==> config.mk <==
export PLATFORM = sky130hd
export DESIGN_NAME = ahb_slave_mux
export DESIGN_NICKNAME = d
export VERILOG_FILES = /design/src/rtl/ahb_pkg.sv /design/src/rtl/ahb_default_slave.sv /design/src/rtl/ahb_slave_mux.sv
export SDC_FILE = /design/constraint.sdc
export NUM_CORES = 1
export LEC_CHECK = 0
export CORE_MARGIN = 2
export CORE_UTILIZATION = 27
export DETAILED_ROUTE_END_ITERATION = 10
export PLACE_DENSITY = 0.82
export SKIP_LAST_GASP = 1
export SLEW_MARGIN = 40
export SYNTH_ARGS = -nofsm -noshare
export SYNTH_HDL_FRONTEND = slang
export SYNTH_SLANG_ARGS = --single-unit
==> constraint.sdc <==
create_clock -name HCLK -period 2.3 [get_ports HCLK]
set_input_delay 0.46 -clock HCLK [delete_from_list [all_inputs] [get_ports HCLK]]
set_output_delay 0.46 -clock HCLK [all_outputs]
set_load 0.1 [all_outputs]
==> src/rtl/ahb_pkg.sv <==
// Shared AHB encodings plus the data-phase select and error-FSM types used by
// the slave mux and its default slave.
package ahb_pkg;

    typedef enum logic [1:0] {
        HTRANS_IDLE   = 2'b00,
        HTRANS_BUSY   = 2'b01,
        HTRANS_NONSEQ = 2'b10,
        HTRANS_SEQ    = 2'b11
    } htrans_e;

    localparam logic HRESP_OKAY  = 1'b0;
    localparam logic HRESP_ERROR = 1'b1;

    typedef enum logic [2:0] {
        SEL_NONE,
        SEL_ROM,
        SEL_SRAM,
        SEL_DMA,
        SEL_BRIDGE,
        SEL_DEFAULT
    } dsel_e;

    typedef enum logic [1:0] {
        ST_IDLE,
        ST_ERR1,
        ST_ERR2
    } err_state_e;

    // Address-phase decode: active transfers go to the highest-priority select,
    // or to the internal default slave when nothing claims the address.
    function automatic dsel_e decode_sel(logic [1:0] htrans, logic rom, logic sram,
                                         logic dma, logic bridge);
        if (!(htrans == HTRANS_NONSEQ || htrans == HTRANS_SEQ)) return SEL_NONE;
        if (rom)    return SEL_ROM;
        if (sram)   return SEL_SRAM;
        if (dma)    return SEL_DMA;
        if (bridge) return SEL_BRIDGE;
        return SEL_DEFAULT;
    endfunction

endpackage

==> src/rtl/ahb_default_slave.sv <==
// Two-cycle ERROR sequencer for unmapped accesses, plus a watchdog that forces
// the same ERROR when a selected slave stalls for too long.
module ahb_default_slave
    import ahb_pkg::*;
#(
    parameter int TIMEOUT_CYCLES = 255,
    parameter int CNT_W          = 8
) (
    input  logic clk,
    input  logic rst_n,
    input  logic capture_default,
    input  logic slave_stall,
    output logic err_active,
    output logic err_hready,
    output logic timeout_irq
);

    localparam bit               WD_EN = (TIMEOUT_CYCLES != 0);
    localparam logic [CNT_W-1:0] LIMIT = CNT_W'(TIMEOUT_CYCLES - 1);

    err_state_e       state_q, state_d;
    logic [CNT_W-1:0] cnt_q;
    logic             expire;

    // Fires on the stalled cycle that completes the TIMEOUT_CYCLES-th stall.
    assign expire = WD_EN && slave_stall && (cnt_q == LIMIT);

    always_ff @(posedge clk or negedge rst_n) begin
        if (!rst_n) state_q <= ST_IDLE;
        else        state_q <= state_d;
    end

    always_comb begin
        state_d = state_q;
        case (state_q)
            ST_IDLE: if (expire || capture_default) state_d = ST_ERR1;
            ST_ERR1: state_d = ST_ERR2;
            ST_ERR2: state_d = capture_default ? ST_ERR1 : ST_IDLE;
            default: state_d = ST_IDLE;
        endcase
    end

    always_comb begin
        err_active = (state_q != ST_IDLE);
        err_hready = (state_q == ST_ERR2);
    end

    always_ff @(posedge clk or negedge rst_n) begin
        if (!rst_n) begin
            cnt_q       <= '0;
            timeout_irq <= 1'b0;
        end else begin
            timeout_irq <= expire;
            if (!slave_stall || expire) cnt_q <= '0;
            else if (WD_EN)             cnt_q <= cnt_q + 1'b1;
        end
    end

endmodule

==> src/rtl/ahb_slave_mux.sv <==
// AHB response mux: registers the address-phase select and steers the chosen
// slave's data-phase response back to the master.
module ahb_slave_mux
    import ahb_pkg::*;
#(
    parameter int TIMEOUT_CYCLES = 255,
    parameter int CNT_W          = 8
) (
    input  logic        HCLK,
    input  logic        HRESETn,
    input  logic [1:0]  HTRANS,
    input  logic        ahb_rom_sel,
    input  logic        ahb_sram_sel,
    input  logic        ahb_dma_sel,
    input  logic        apb_bridge_sel,
    input  logic [31:0] rom_HRDATA,
    input  logic [31:0] sram_HRDATA,
    input  logic [31:0] dma_HRDATA,
    input  logic [31:0] bridge_HRDATA,
    input  logic        rom_HREADYOUT,
    input  logic        sram_HREADYOUT,
    input  logic        dma_HREADYOUT,
    input  logic        bridge_HREADYOUT,
    input  logic        rom_HRESP,
    input  logic        sram_HRESP,
    input  logic        dma_HRESP,
    input  logic        bridge_HRESP,
    output logic [31:0] HRDATA,
    output logic        HREADY,
    output logic        HRESP,
    output logic        timeout_irq
);

    dsel_e sel_q, sel_d;
    logic  err_active, err_hready, slave_stall, capture_default;

    assign sel_d = decode_sel(HTRANS, ahb_rom_sel, ahb_sram_sel, ahb_dma_sel, apb_bridge_sel);

    always_ff @(posedge HCLK or negedge HRESETn) begin
        if (!HRESETn)    sel_q <= SEL_NONE;
        else if (HREADY) sel_q <= sel_d;
    end

    // An ERROR sequence overrides whatever slave is still registered.
    always_comb begin
        HRDATA = '0;
        HREADY = 1'b1;
        HRESP  = HRESP_OKAY;
        if (err_active) begin
            HREADY = err_hready;
            HRESP  = HRESP_ERROR;
        end else begin
            case (sel_q)
                SEL_ROM:    begin HRDATA = rom_HRDATA;    HREADY = rom_HREADYOUT;    HRESP = rom_HRESP;    end
                SEL_SRAM:   begin HRDATA = sram_HRDATA;   HREADY = sram_HREADYOUT;   HRESP = sram_HRESP;   end
                SEL_DMA:    begin HRDATA = dma_HRDATA;    HREADY = dma_HREADYOUT;    HRESP = dma_HRESP;    end
                SEL_BRIDGE: begin HRDATA = bridge_HRDATA; HREADY = bridge_HREADYOUT; HRESP = bridge_HRESP; end
                default: ;
            endcase
        end
    end

    assign slave_stall     = !err_active && !HREADY &&
                             (sel_q inside {SEL_ROM, SEL_SRAM, SEL_DMA, SEL_BRIDGE});
    assign capture_default = HREADY && (sel_d == SEL_DEFAULT);

    ahb_default_slave #(
        .TIMEOUT_CYCLES (TIMEOUT_CYCLES),
        .CNT_W          (CNT_W)
    ) u_default_slave (
        .clk             (HCLK),
        .rst_n           (HRESETn),
        .capture_default (capture_default),
        .slave_stall     (slave_stall),
        .err_active      (err_active),
        .err_hready      (err_hready),
        .timeout_irq     (timeout_irq)
    );

endmodule

==> metrics.txt <==
total wire length 8270 um; maximum number of pins on one net before global-route repair 34; DIE HEIGHT 78.6 um; Clk Latency, worst-skew pair 0.24 ns; nets 524; drt initial violations 97; CTS tree done; largest family of logic cells by synthesized area compound AO/OA/AOI/OAI gates; drc violations 0; first-pass GRT wire length 12500 um; final core utilization 80.0%; Post-Route Setup TNS 0 ns; global route overflow 0; post-synth top area cell a22oi_1; core footprint 5440 um2; Tmin final 2.27 ns; PwrDens 1330 nW/um2; RSZ-0062 raised after global routing yes; port bufs 177; Commonest cells post-synth 65 x a22oi_1, 33 x a21oi_1, 14 x dfrtp_1; Boundary Pins 179; Pleak 1.50 nW; post-placement cell count 439; warning count from the yosys run 0; Fin Clk Skew 0.00440 ns; first drt pass iteration count 4; H-tree levels 1; via count of the first global-routing pass 2567; xor/xnor share of the synthesized area 3.49%; critical path type flop to output port; Die Width 78.6 um; fin crit share 98.6%; Synth cell types 35; clock sink count 14; DRT antenna net count 0; Cell Area, Synth 1500 um2; post-synthesis async set-or-reset flop share 100%; register area share after synthesis 23.3%; routed via count 2403; Detailed Place HPWL 6560 um; mux contribution to synthesized area 1.33%; starting density of the core 27.7%; status finished clean; top-area cell type share of the netlist area 32.4%; post-synthesis instance total 193; FMAX 441 MHz; CP arrival 1.81 ns; Synth Area in Adders 1.66%; number of synthesized flops with an enable pin 0; DR WL/cell 18.4 um; CP max FO 12; diode count 0; clk root buf clkbuf_8; vias per inst 5.36; max-cap viol count 0; VDD IR-drop max 0.00104 V; Slew headroom 58.8%; synthesized area per cell 7.79 um2; Most used DFF post-synth dfrtp_1; most common cell in the netlist a22oi_1; Final Hold Vio Count 0; final setup vio count 0; hold buffer count at cts 0; layout cells sized above 1 30.3%; gpl congestion 0.771; synth top area cells a22oi_1 32%, dfrtp_1 23%, a21oi_1 11%; Clock Path Buffers 2; Num CTS Buffers 3; Clk pin slew, worst setup/hold paths 0.06 ns; wl on met1 3030 um; worst hold slack 0.460 ns; Worst Path Required 1.84 ns; Total Routing Usage GR 25.4%; Slew Limit Fails 0; Tightest Pin Transition 0.616 ns; top sig layer met4; Area Growth Syn to Fin 189%; Synth Area in Simple Gates 15.1%; num rows 27; routed length on met3 573 um; Synth Area in Compound Gates 49.1%; CP startpoint kind flop; initial antenna violation count 0; met2 WL 4440 um; min-delay worst type flop to flop; fin cells 448; flops & latches, synth 14; syn nets 339; CP endpoint kind output port; Die ar. 6180 um2
## worst max-delay path, cell delays in order (launching register included)
cell	delay, ns
dfrtp_2	0.43
buf_4	0.16
nor3_4	0.18
buf_6	0.14
buf_12	0.13
a22oi_1	0.10
a21oi_2	0.22
buf_12	0.20
## sequential cells by signal (all words and copies together), names as in the netlist
name / count
u_default_slave.timeout_irq: 1
u_default_slave.state_q: 2
u_default_slave.cnt_q: 8
sel_q: 3
## layout by cell type, fill, tap and decap left out, types with 2 or more instances in the layout
cell type          n
and3_1             2
a21oi_4           31
nand3_1            5
mux2i_1            2
nor2_1            11
nor2b_1            3
buf_12            38
clkdlybuf4s50_1  142
xor2_1             5
and4bb_2           2
inv_1              2
a21oi_2            2
a22oi_2            7
buf_4             15
dfrtp_1           12
nand4_1            3
nand2_1            3
clkbuf_8           3
dfrtp_2            2
nor3_4             2
ha_1               2
buf_6              2
a22oi_1           58
## per-stage QoR
stage	power (mW)	area [um2]	worst slack, ns
3_5_place_dp	5.47	4190	0.0159
6_report	5.78	4350	0.0332
5_1_grt	5.98	4350	-0.0212
4_1_cts	5.69	4250	0.0141
3_3_place_gp	5.42	4190	0.0521
2_1_floorplan	3.61	1890	-0.351
## layer usage
layer	up-vias	GRT usage, %
met5	-	0
met4	0	8.25
met1	1144	27.9
met2	103	48.3
li1	1138	-
met3	18	4.71
## report_power, final
group          leakage [nW]  switching, mW  internal, mW  total (mW)
Combinational          1.29           3.30          1.94        5.24
Clock                0.0216         0.0814         0.116       0.197
Sequential            0.188         0.0546         0.285       0.340
## worst paths after layout
| check | from | endpoint | slack [ns] | cells past startpoint |
|---|---|---|---|---|
| max reg2reg | sel_q[0] | u_default_slave.cnt_q[7] | 0.41 | 6 |
| max | sel_q[2] | HRDATA[10] | 0.03 | 7 |
| max in group asynchronous | HRESETn | sel_q[1] | 1.26 | 1 |
| min in group asynchronous | HRESETn | u_default_slave.cnt_q[7] | 0.60 | 1 |
| min | u_default_slave.state_q[1] | u_default_slave.state_q[1] | 0.46 | 1 |
| min reg2reg | u_default_slave.state_q[1] | u_default_slave.state_q[1] | 0.46 | 1 |
## logic make-up (layout without fill, tap and decap cells)
group / count (synthesis) / in the layout
mux: 2 / 2
simple gates: 39 / 39
fa+ha+maj: 2 / 2
flops: 14 / 14
xor+xnor: 6 / 6
compound gates: 108 / 108
buf+inv: 22 / 205
## area by class of cell
type	instances	area, um2
clock buffer	3	41.3
timing repair buffer	198	2340
fill	345	1090
tap	72	90.1
sequential	14	353
inverter	4	17.5
multi-input combinational	157	1510
## timing repair
| item | 4_1_cts | 5_1_grt |
|---|---|---|
| pin swaps | 1 | 9 |
| gates cloned | 0 | 1 |
| setup endpoints to repair | 33 | 34 |
| buffers inserted | 1 | 4 |
| resized for setup | 4 | 13 |
Note: power is estimated with default switching activity, not from simulation.
